<file path="src/rtl/alu_iter_unit.sv">
// Iterative ALU stage between the 8x8 register file read ports and its write port.
// Latency: START edge to WB edge = 1 (MOV/ADD/AND/OR), 8 (MUL), max(1, min(amt,8)) (shifts).
// Backpressure: none; START is accepted only in IDLE, and is dropped (never queued) while busy.
// Ports:
//   i_clk, i_reset (sync, active-low)   clock and reset
//   i_start, i_op, i_data1, i_data2     request, opcode, operands (shift amount = i_data2[3:0])
//   i_dest                              destination register, echoed on o_write_addr at WB
//   o_busy, o_done                      busy in EXEC/WB, one-cycle done pulse in WB
//   o_result, o_zero                    result and zero flag, updated on entering WB and held
//   o_write_en, o_write_addr            one-cycle register-file write strobe and address
module alu_iter_unit #(
  parameter int WIDTH      = 8,
  parameter int ADDR_WIDTH = 3
) (
  input  logic                  i_clk,
  input  logic                  i_reset,
  input  logic                  i_start,
  input  logic [2:0]            i_op,
  input  logic [WIDTH-1:0]      i_data1,
  input  logic [WIDTH-1:0]      i_data2,
  input  logic [ADDR_WIDTH-1:0] i_dest,
  output logic                  o_busy,
  output logic                  o_done,
  output logic [WIDTH-1:0]      o_result,
  output logic                  o_write_en,
  output logic [ADDR_WIDTH-1:0] o_write_addr,
  output logic                  o_zero
);

  localparam logic [2:0] OP_MOV = 3'b000;
  localparam logic [2:0] OP_ADD = 3'b001;
  localparam logic [2:0] OP_AND = 3'b010;
  localparam logic [2:0] OP_OR  = 3'b011;
  localparam logic [2:0] OP_MUL = 3'b100;
  localparam logic [2:0] OP_SLL = 3'b101;
  localparam logic [2:0] OP_SRL = 3'b110;
  localparam logic [2:0] OP_SRA = 3'b111;

  typedef enum logic [1:0] {S_IDLE, S_EXEC, S_WB} state_t;

  state_t                  r_state;
  logic [2:0]              r_op;
  logic [WIDTH-1:0]        r_a;      // operand A, and the working value for shifts
  logic [WIDTH-1:0]        r_b;      // operand B, shifted right one bit per MUL step
  logic [2*WIDTH-1:0]      r_pp;     // MUL partial product
  logic [2*WIDTH-1:0]      r_mcand;  // MUL multiplicand, shifted left one bit per step
  logic [3:0]              r_cnt;    // EXEC cycles remaining, including the current one
  logic [3:0]              r_steps;  // real shift steps remaining (0 for amount 0)
  logic [ADDR_WIDTH-1:0]   r_dest;
  logic                    r_busy;
  logic                    r_done;
  logic                    r_we;
  logic [WIDTH-1:0]        r_result;
  logic [ADDR_WIDTH-1:0]   r_waddr;
  logic                    r_zero;

  logic [3:0]              w_steps;
  logic [2*WIDTH-1:0]      w_pp_next;
  logic [WIDTH-1:0]        w_sh_next;
  logic [WIDTH-1:0]        w_alu;
  logic                    w_is_shift;

  // Amounts above 8 saturate: eight one-bit steps already flush every bit.
  assign w_steps    = (i_data2[3:0] > 4'd8) ? 4'd8 : i_data2[3:0];
  assign w_is_shift = (i_op == OP_SLL) || (i_op == OP_SRL) || (i_op == OP_SRA);
  assign w_pp_next  = r_b[0] ? (r_pp + r_mcand) : r_pp;

  always_comb begin
    w_sh_next = r_a;
    // Amount 0 still spends one EXEC cycle, but that cycle leaves the value untouched.
    if (r_steps != 4'd0) begin
      case (r_op)
        OP_SLL:  w_sh_next = {r_a[WIDTH-2:0], 1'b0};
        OP_SRL:  w_sh_next = {1'b0, r_a[WIDTH-1:1]};
        OP_SRA:  w_sh_next = {r_a[WIDTH-1], r_a[WIDTH-1:1]};
        default: w_sh_next = r_a;
      endcase
    end
  end

  // Value the current EXEC step produces; only committed on the final step.
  always_comb begin
    w_alu = '0;
    case (r_op)
      OP_MOV:  w_alu = r_b;
      OP_ADD:  w_alu = r_a + r_b;
      OP_AND:  w_alu = r_a & r_b;
      OP_OR:   w_alu = r_a | r_b;
      OP_MUL:  w_alu = w_pp_next[WIDTH-1:0];
      default: w_alu = w_sh_next;
    endcase
  end

  always_ff @(posedge i_clk) begin
    if (!i_reset) begin
      r_state  <= S_IDLE;
      r_op     <= OP_MOV;
      r_a      <= '0;
      r_b      <= '0;
      r_pp     <= '0;
      r_mcand  <= '0;
      r_cnt    <= '0;
      r_steps  <= '0;
      r_dest   <= '0;
      r_busy   <= 1'b0;
      r_done   <= 1'b0;
      r_we     <= 1'b0;
      r_result <= '0;
      r_waddr  <= '0;
      r_zero   <= 1'b0;
    end else begin
      case (r_state)
        S_IDLE: begin
          if (i_start) begin
            r_op    <= i_op;
            r_a     <= i_data1;
            r_b     <= i_data2;
            r_dest  <= i_dest;
            r_pp    <= '0;
            r_mcand <= {{WIDTH{1'b0}}, i_data1};
            r_steps <= w_is_shift ? w_steps : 4'd0;
            if (i_op == OP_MUL)
              r_cnt <= 4'd8;
            else if (w_is_shift && (w_steps != 4'd0))
              r_cnt <= w_steps;
            else
              r_cnt <= 4'd1;
            r_busy  <= 1'b1;
            r_state <= S_EXEC;
          end
        end
        S_EXEC: begin
          r_cnt   <= r_cnt - 4'd1;
          r_steps <= (r_steps != 4'd0) ? (r_steps - 4'd1) : 4'd0;
          r_a     <= w_sh_next;
          if (r_op == OP_MUL) begin
            r_pp    <= w_pp_next;
            r_mcand <= r_mcand << 1;
            r_b     <= r_b >> 1;
          end
          if (r_cnt == 4'd1) begin
            r_result <= w_alu;
            r_zero   <= (w_alu == '0);
            r_waddr  <= r_dest;
            r_we     <= 1'b1;
            r_done   <= 1'b1;
            r_state  <= S_WB;
          end
        end
        S_WB: begin
          r_we    <= 1'b0;
          r_done  <= 1'b0;
          r_busy  <= 1'b0;
          r_state <= S_IDLE;
        end
        default: r_state <= S_IDLE;
      endcase
    end
  end

  assign o_busy       = r_busy;
  assign o_done       = r_done;
  assign o_result     = r_result;
  assign o_write_en   = r_we;
  assign o_write_addr = r_waddr;
  assign o_zero       = r_zero;

endmodule

</file>
<file path="config.mk">
export PLATFORM = sky130hd
export DESIGN_NAME = alu_iter_unit
export DESIGN_NICKNAME = d
export VERILOG_FILES = /design/src/rtl/alu_iter_unit.sv
export SDC_FILE = /design/constraint.sdc
export NUM_CORES = 1
export LEC_CHECK = 0
export CAP_MARGIN = 20
export CORE_ASPECT_RATIO = 1.25
export CORE_MARGIN = 2
export CORE_UTILIZATION = 55
export DETAILED_ROUTE_END_ITERATION = 8
export PLACE_DENSITY = 0.78
export SLEW_MARGIN = 20
export SYNTH_ARGS = -nofsm -noshare
export SYNTH_HDL_FRONTEND = slang
export SYNTH_SLANG_ARGS = --single-unit
</file>
<file path="constraint.sdc">
create_clock -name i_clk -period 3.2 [get_ports i_clk]
set_input_delay 0.96 -clock i_clk [delete_from_list [all_inputs] [get_ports i_clk]]
set_output_delay 0.96 -clock i_clk [all_outputs]
set_load 0.1 [all_outputs]
</file>
# After elaboration in Yosys (flattened, before gate mapping)
# Cells that the tools add are included.
# Widths: inputs -> output; s select.
[word_totals] register_bits=78 latchBits=0 ram_bits=0 rom_bits=0 elab_cells=90 n_memories=0
[classes] n_addsub=4 multipliers=0 div=0 n_lt_le_gt_ge=1 eq_ne=18 shift=0 n_mux=31 bitwise_logic=2 n_reduce_logical=19
[op_table] operator="$mux 16" n=5
[op_table] operator="$pmux 16 s2" n=2
[op_table] operator="$pmux 8 s5" n=1
[op_table] operator="$mux 8" n=4
[op_table] operator="$pmux 8 s2" n=2
[op_table] operator="$mux 4" n=7
[op_table] operator="$eq 3x3->1 const B" n=8
[op_table] operator="$pmux 8 s3" n=1
[op_table] operator="$add 16x16->16" n=1
[op_table] operator="$pmux 4 s2" n=2
[op_table] operator="$reduce_and 2->1" n=6
[op_table] operator="$add 8x8->8" n=1
[op_table] operator="$and 8x8->8" n=1
[op_table] operator="$logic_not 8->1" n=1
[op_table] operator="$ne 2x2->1 const B" n=4
[op_table] operator="$or 8x8->8" n=1
[op_table] operator="$reduce_bool 4->1" n=2
[op_table] operator="$sub 4x1->4 const B" n=2
[op_table] operator="$eq 3x2->1 const B" n=2
[op_table] operator="$reduce_bool 2->1" n=3
[op_table] operator="$eq 4x1->1 const B" n=1
[op_table] operator="$gt 4x4->1 const B" n=1
[op_table] operator="$mux 2" n=2
[op_table] operator="$pmux 1 s2" n=2
[op_table] operator="11 further kinds" n=13

# Logic depth before layout (Yosys ltp)
# Gate-level depths: netlist of run 1.
[depth] ltp_word=8 ltp_mapped=10 mapped_depth_nobuf=9

# Worst setup path after synthesis of run 1
# OpenSTA, ideal clock, no wires.
[synth_path] kind="flip-flop to flip-flop" start="reg r_pp[2]" end="reg r_zero (netlist: o_zero)" setup_time_ps=121 arrival_time_ps=2470 slack_ps=609 stages_incl_launch_ff=9 path_buffers=0 cell_sequence="dfxtp_1 > ha_1 > and3_1 > a221o_1 > o41ai_1 > mux2_2 > or4b_1 > nand3_1 > o21ai_1"
[synth_via] elab_chain_cells=4
[synth_rtl] item="from (decl)" line="45" text="logic [2*WIDTH-1:0] r_pp;"
[synth_rtl] item="from (signal assigned)" line="137" text="r_pp <= w_pp_next;"
[synth_rtl] item="$add 16x16->16" line="66" text="assign w_pp_next = r_b[0] ? (r_pp + r_mcand) : r_pp;"
[synth_rtl] item="$mux 16 *" line="66"
[synth_rtl] item="$pmux 8 s5 *" line="84" text="case (r_op)"
[synth_rtl] item="$logic_not 8->1 *" line="143" text="r_zero <= (w_alu == '0);"
[synth_rtl] item="to (signal assigned)" line="143"
[synth_rtl] item="to (decl)" line="55" text="logic r_zero;"
# Every way passes the cells marked *; elsewhere a longest branch is shown, timed or not. The select of a mux whose other input is x is not followed.
# A chain may end at the register's enable or synchronous reset.

# Worst setup path after layout of run 1
[layout_path] start="reg r_b[1]" end="reg r_result[7] (netlist: o_result[7])"
[layout_via] elab_chain_cells=2
[layout_rtl] item="from (decl)" line="44" text="logic [WIDTH-1:0] r_b;"
[layout_rtl] item="from (signal assigned)" line="117" text="r_b <= i_data2;"
[layout_rtl] item="from (signal assigned)" line="139" text="r_b <= r_b >> 1;"
[layout_rtl] item="$add 8x8->8" line="86" text="OP_ADD: w_alu = r_a + r_b;"
[layout_rtl] item="$pmux 8 s5" line="84"
[layout_rtl] item="to (signal assigned)" line="142" text="r_result <= w_alu;"
[layout_rtl] item="to (decl)" line="53" text="logic [WIDTH-1:0] r_result;"
# Every way passes these cells.

==> results of run 1 <==
how the worst max path moves through the flow:
| stage | start | to | slack [ns] | cells past startpoint |
|---|---|---|---|---|
| after floorplan | r_pp[2] | o_zero | 0.61 | 8 |
| after global placement | r_b[1] | o_result[7] | 0.36 | 9 |
| after detailed placement | r_b[1] | o_result[7] | 0.36 | 9 |
| after CTS | r_b[1] | o_result[7] | 0.31 | 9 |
| after global routing | r_b[1] | o_result[7] | 0.11 | 9 |
| final | r_b[1] | o_result[7] | 0.25 | 9 |
through the flow:
stage               worst slack (ns)  cell area [sq um]  hold WS, ns
floorplan                      0.609               4070        0.432
global placement               0.364               4550        0.439
detailed placement             0.362               4550        0.444
CTS                            0.310               4730        0.449
global route                   0.115               4730        0.478
finish                         0.248               4730        0.447
cells in the mapped netlist, types with 5 or more instances:
cell type and number:
buf_2 6, a221oi_1 5, nor2_1 75, o21ai_1 17, nand3b_1 5, a22oi_1 10
mux2i_1 6, a311oi_1 8, nand2_1 74, o21a_1 6, o211ai_1 11, nor3b_1 6
o21ai_0 8, nor3_1 13, inv_1 22, clkbuf_1 19, ha_1 25, buf_1 7
a21oi_1 38, and2_1 5, dfxtp_1 62, a211oi_1 7, nand2b_1 6, nand3_1 11
area by class of cell:
type	instances	area, sq um
fill	654	2540
tap	92	115
sequential	62	1240
multi-input combinational	412	2580
clock buffer	10	138
clock inverter	6	43.8
inverter	27	101
timing repair buffer	60	510
sequential cells by signal, summed over array words and instances, names as in the netlist:
| register | count |
|---|---|
| o_result | 8 |
| r_a | 8 |
| r_b | 8 |
| r_mcand | 8 |
| r_pp | 8 |
| r_cnt | 4 |
| r_steps | 4 |
| o_write_addr | 3 |
| r_dest | 3 |
| r_op | 3 |
| r_state | 2 |
| o_busy | 1 |
| o_write_en | 1 |
| o_zero | 1 |
logic make-up (layout without fill, tap and decap cells):
logic type / Yosys count / after routing / synth area share [%]
adder cells (fa/ha/maj): 27 / 27 / 8.66
multiplexers: 9 / 9 / 2.58
AND/OR/NAND/NOR: 217 / 217 / 24.3
buffers and inverters: 61 / 103 / 6.08
XOR/XNOR: 4 / 4 / 0.860
flip-flops: 62 / 62 / 30.5
AO/OA/AOI/OAI: 155 / 155 / 27.0
layout by cell type (no fill, tap or decap), drive strengths merged, types with 7 or more instances in the layout:
master         Yosys  final
o211ai            11     11
ha                25     25
a311oi             8      8
dfxtp             62     62
nor2              75     75
nand2             74     74
nand3             11     11
clkdlybuf4s50      0     24
a22oi             10     10
a21oi             38     38
o21ai             25     25
buf               15     36
clkbuf            19     10
nor3              13     13
a211oi             7      7
inv               26     28
where the power goes:
part           total (uW)  switching, uW  internal (uW)  leakage (uW)
Clock                 640            334            306     0.0000930
Combinational         578            359            219       0.00127
Sequential            886           63.9            822      0.000507
tightest hold or removal path, stage by stage (launching register included):
cell and delay (ns):
dfxtp_1 0.31, nand2_1 0.05, a21oi_1 0.05
routing by layer:
| layer | up-vias | track usage (%) | wire, um |
|---|---|---|---|
| met4 | 0 | 20.5 | 682 |
| met3 | 55 | 4.05 | 778 |
| met2 | 209 | 53.0 | 6050 |
| li1 | 2013 | - | - |
| met5 | - | 0 | 0 |
| met1 | 1995 | 35.3 | 4730 |
==> results by group, run 1 <==
Clocking
  • Post_cts resized: 0
  • Max H-tree Level: 3
  • Worst-Skew Late Latency: 0.35 ns
  • Clock-pin slew on the worst setup and hold paths: 0.08 ns
  • CTS sink count: 62
  • CTS tree: done
  • Clk root buf: clkbuf_8
  • Post-CTS Setup Inserts: 0
  • Clock buffer depth: 2
  • Hold buffer count at CTS: 0
  • CTS Buf Count: 9

Synthesis
  • Register area share after synthesis: 30.5%
  • Leading post-synthesis cells by cell area: dfxtp_1 30%, ha_1 7.7%, nor2_1 6.9%, nand2_1 6.8%, a21oi_1 4.7%
  • Synth Cell Area: 4070 sq um
  • Synthesis-stage register bit count: 62
  • Synth area leader: dfxtp_1
  • Mapped Cells: 535
  • Synth Flop Type: dfxtp_1
  • Mean Syn Cell Area: 7.61 sq um
  • Async S/R FF share, synth: 0%
  • Syn nets: 587
  • Synth top area share: 30.5%
  • Warnings, synthesis: 0
  • Distinct cells, synth: 69
  • Post-synth EDFFs: 0

Route
  • DRC Markers: 0
  • First-pass DRT Iterations: 6
  • Via count: 4272
  • Drt via density: 6.39
  • Routed wire per std cell: 18.3 um
  • Final wirelength: 12.2 mm
  • DR iter-0 viols: 351
  • Post-route ant nets: 0

Outcome
  • Status: finished clean

Setup path
  • Max stage delay cell, worst path: o41ai_1
  • WP data required: 3.45 ns
  • Crit path kind: reg -> reg
  • R2R setup slack: 0.25 ns
  • Worst EP arrival: 3.20 ns
  • Startpoint types: register
  • Crit-path leading delay family: compound AO/OA/AOI/OAI gates
  • Worst path bufs/invs: 1
  • FF-to-FF Start: r_b[1]
  • Worst-path fanout max: 5
  • CP cell instances: inv_1 -> ha_1 -> a211oi_1 -> nor2_1 -> o31ai_1 -> mux2_2 -> o41ai_1 -> nand3_1 -> o2bb2ai_1
  • Worst Reg-to-Reg Cells: 9
  • Worst Setup End Kind: register
  • Reg2reg end: o_result[7]
  • Max stage delay on crit path: 0.55 ns

Job
  • Max Cap Violations: 0

Layout
  • Synthesis-to-finish area growth: 16.2%
  • ANT cells: 0
  • Non-filler cells, final: 669
  • Layout net count: 624
  • Share of layout cells above drive strength 1: 12.0%
  • Final core utilization: 65.1%

Pwr
  • Pwr Total: 2100 uW
  • Worst VDD drop: 0.283 mV
  • Pwr dens: 445 nW/um^2
  • P_leak: 0.00187 uW

Floorplan
  • Starting Density: 56.0%
  • Core box area: 7270 sq um
  • Die Span Y: 100 um
  • Die area: 8110 sq um
  • Site row count: 35
  • Chip width: 81.0 um
  • Top Ports: 40

STA
  • RSZ-0062 raised after global routing: false
  • Endpoints failing setup: 0
  • Setup TNS: 0 ns
  • Pin slew with the least headroom to its limit: 0.599 ns
  • Fmax: 339 MHz
  • Final Max Tran Viols: 0
  • Final Hold Viols: 0
  • Max_slew headroom: 59.8%
  • Fin crit period: 2.95 ns
  • Tcrit/Tclk final: 92.3%
  • Skew final: 0.00953 ns

Hold path
  • Worst hold endpoint: o_write_addr[0]
  • Hold Crit Depth: 2
  • HP Start: r_dest[0]
  • Hold Path Class: reg -> reg

Global routing
  • Remaining Overflow, GRT: 0
  • Initial antenna violation count: 0
  • Vias in the first global route: 3950
  • Pin count of the biggest net entering global routing: 31
  • First-pass GRT wire length: 19.3 mm
  • Total GRT Usage: 30.9%

Place
  • GPL Wtd Cong: 0.969
  • Dpl cells: 653
  • DP Wirelength: 9.16 mm
  • Port Buffers: 39
(Power assumes the default switching activity.)
==> inputs of run 2 (changes only) <==
PLACE_DENSITY = unset   (was 0.78)
PLACE_DENSITY_LB_ADDON = 0.05   (was unset)
==> results by group, run 2 (synthesis gave the netlist of run 1 again) <==
Outcome
  • Status: finished clean

Floorplan
  • Core box area: 7270 sq um (unchanged)
  • Die area: 8110 sq um (unchanged)
  • Site row count: 35 (unchanged)
  • Starting Density: 56.0% (unchanged)
  • Top Ports: 40 (unchanged)
  • Die Span Y: 100 um (unchanged)
  • Chip width: 81.0 um (unchanged)

Hold path
  • Worst hold endpoint: o_write_addr[1]
  • Hold Crit Depth: 2 (unchanged)
  • Hold Path Class: reg -> reg
  • HP Start: r_dest[1]

Layout
  • Commonest non-fill, non-tap cell in the layout: nor2_1
  • ANT cells: 0 (unchanged)
  • Reg area: 1240 sq um (unchanged)
  • # fillers: 676 (+3.4%)
  • Share of layout cells above drive strength 1: 11.7% (-0.31 points)
  • Synthesis-to-finish area growth: 16.7%
  • Multi-input logic area: 2580 sq um (unchanged)
  • Most frequent cells in the layout: 75 x nor2_1, 74 x nand2_1, 62 x dfxtp_1
  • Layout net count: 622 (-0.32%)
  • Fin area: 4750 sq um (+0.45%)

Setup path
  • Reg2reg end: o_result[7]
  • Worst EP arrival: 3.14 ns (-0.06 ns)
  • WP data required: 3.49 ns (+0.04 ns)
  • Worst Setup End Kind: register
  • FF-to-FF Start: r_pp[2]
  • CP cell instances: ha_1 -> and3_1 -> a221o_1 -> o41ai_1 -> mux2_2 -> or4b_1 -> nand3_1 -> o2bb2ai_1
  • Worst Reg-to-Reg Cells: 8 (-1)
  • Worst-path fanout max: 6 (+1)
  • Max stage delay cell, worst path: or4b_1
  • Crit path kind: reg -> reg
  • R2R setup slack: 0.35 ns (+0.10 ns)
  • Max stage delay on crit path: 0.48 ns (-0.07 ns)
  • Startpoint types: register

Pwr
  • Reg power frac: 40.2% (-1.9 points)
  • P_sw: 790 uW (+4.4%)
  • P_int: 1410 uW (+5.0%)
  • Pwr dens: 464 nW/um^2 (+4.3%)
  • Logic pwr share: 26.4% (-1.1 points)
  • P_leak: 0.00188 uW (+0.35%)
  • Worst VDD drop: 0.335 mV (+18%)
  • Clk pwr share: 33.4% (+3.0 points)
  • Sw frac: 35.8% (-0.13 points)

Route
  • Via count: 4259 (-0.30%)
  • Drt via density: 6.39 (about the same)
  • First-pass DRT Iterations: 8 (+2)
  • Routed wire per std cell: 18.1 um (-1.1%)
  • DR iter-0 viols: 463 (+32%)
  • DRC Markers: 0 (unchanged)
  • Post-route ant nets: 0 (unchanged)
  • Final wirelength: 12.1 mm (-1.4%)

Clocking
  • CTS tree: done
  • Clock buffer depth: 2 (unchanged)
  • Clock-pin slew on the worst setup and hold paths: 0.08 ns (about the same)
  • Clk root buf: clkbuf_8
  • CTS sink count: 62 (unchanged)
  • CTS Buf Count: 9 (unchanged)
  • Max H-tree Level: 3 (unchanged)
  • Post_cts resized: 0 (unchanged)
  • Hold buffer count at CTS: 0 (unchanged)
  • Worst-Skew Late Latency: 0.36 ns (about the same)
  • Post-CTS Setup Inserts: 0 (unchanged)

Place
  • GPL Wtd Cong: 0.913 (-5.8%)
  • Port Buffers: 39 (unchanged)
  • DP Wirelength: 8.89 mm (-2.9%)
  • Placed cell areas: 4550 sq um (about the same)

STA
  • Fin crit period: 2.85 ns (-0.0977 ns)
  • Max_slew headroom: 58.6% (-1.2 points)
  • Pin slew with the least headroom to its limit: 0.617 ns (+0.0180 ns)
  • Final Hold Viols: 0 (unchanged)
  • Final Max Tran Viols: 0 (unchanged)
  • Hold slack: 0.459 ns (+0.0113 ns)
  • Skew final: 0.00953 ns (+0.00000458 ns)
  • Setup TNS: 0 ns (unchanged)
  • Tcrit/Tclk final: 89.2% (-3.1 points)
  • Endpoints failing setup: 0 (unchanged)
  • RSZ-0062 raised after global routing: false
  • Fmax: 350 MHz (+3.4%)

Global routing
  • Total GRT Usage: 31.4% (+0.50 points)
  • First-pass GRT wire length: 19.5 mm (+0.93%)
  • Vias in the first global route: 3902 (-1.2%)
  • Pin count of the biggest net entering global routing: 31 (unchanged)
  • Initial antenna violation count: 0 (unchanged)
  • Remaining Overflow, GRT: 0 (unchanged)

Job
  • Max Cap Violations: 0 (unchanged)
-- run 2: cell count changes in the layout (fill, tap and decap cells not counted), sizes merged --
cell / change
buf: -2
bufinv: +1
clkbuf: -1
clkinvlp: -1
inv: +1
-- run 2: through the flow --
stage	instances	setup slack, ns	total power, uW	util (%)
after floorplan	535	0.609	1280	-
after global placement	651	0.415	1460	62.6
after detailed placement	651	0.393	1470	62.6
after CTS	667	0.373	2200	65.4
after global routing	667	0.161	2300	65.4
final	667	0.346	2200	65.4
-- run 2: power by group through the flow --
stage | Combinational, uW | Clock (uW) | Sequential, uW
6_report | 581 | 737 | 886
5_1_grt | 633 | 779 | 893
4_1_cts | 570 | 742 | 883
3_5_place_dp | 567 | 0 | 901
3_3_place_gp | 558 | 0 | 899
2_1_floorplan | 368 | 0 | 917
-- run 2: final cells by class --
| type | instances | area share [%] |
|---|---|---|
| Multi-Input combinational cell | 412 | 54.3 |
| Clock inverter | 7 | 1.71 |
| Tap cell | 92 | 2.42 |
| Sequential cell | 62 | 26.1 |
| Inverter | 27 | 2.13 |
| Timing Repair Buffer | 58 | 10.7 |
| Clock buffer | 9 | 2.61 |
-- run 2: per-layer routing --
layer	share of wire (%)	GRT usage [%]	routed length, um	vias to the layer above
li1	-	-	-	2009
met1	43	42.5	5170	1985
met2	45	47.9	5440	214
met3	8.1	6.38	981	51
met4	4.0	14.3	477	0
met5	0	0	0	-
-- run 2: how the worst max path moves through the flow --
stage	startpoint	end	slack [ns]	cells past startpoint
after floorplan	r_pp[2]	o_zero	0.61	8
after global placement	r_a[1]	o_result[7]	0.42	9
after detailed placement	r_pp[2]	o_result[7]	0.39	8
after CTS	r_pp[2]	o_result[7]	0.37	8
after global routing	r_a[1]	o_result[7]	0.16	9
final	r_pp[2]	o_result[7]	0.35	8
-- run 2: critical path, delay by kind of cell, from the launching register on --
kind / cells / cell delay [ns]
flip-flops: 1 / 0.33
multiplexers: 1 / 0.41
AND/OR/NAND/NOR: 3 / 0.86
adder cells (fa/ha/maj): 1 / 0.38
AO/OA/AOI/OAI: 3 / 0.81
==> inputs of run 3 (changes only) <==
SETUP_SLACK_MARGIN = 0.1   (was unset)
==> results of run 3 <==
Same layout as run 2: the final DEF is identical, and so are final timing and power.
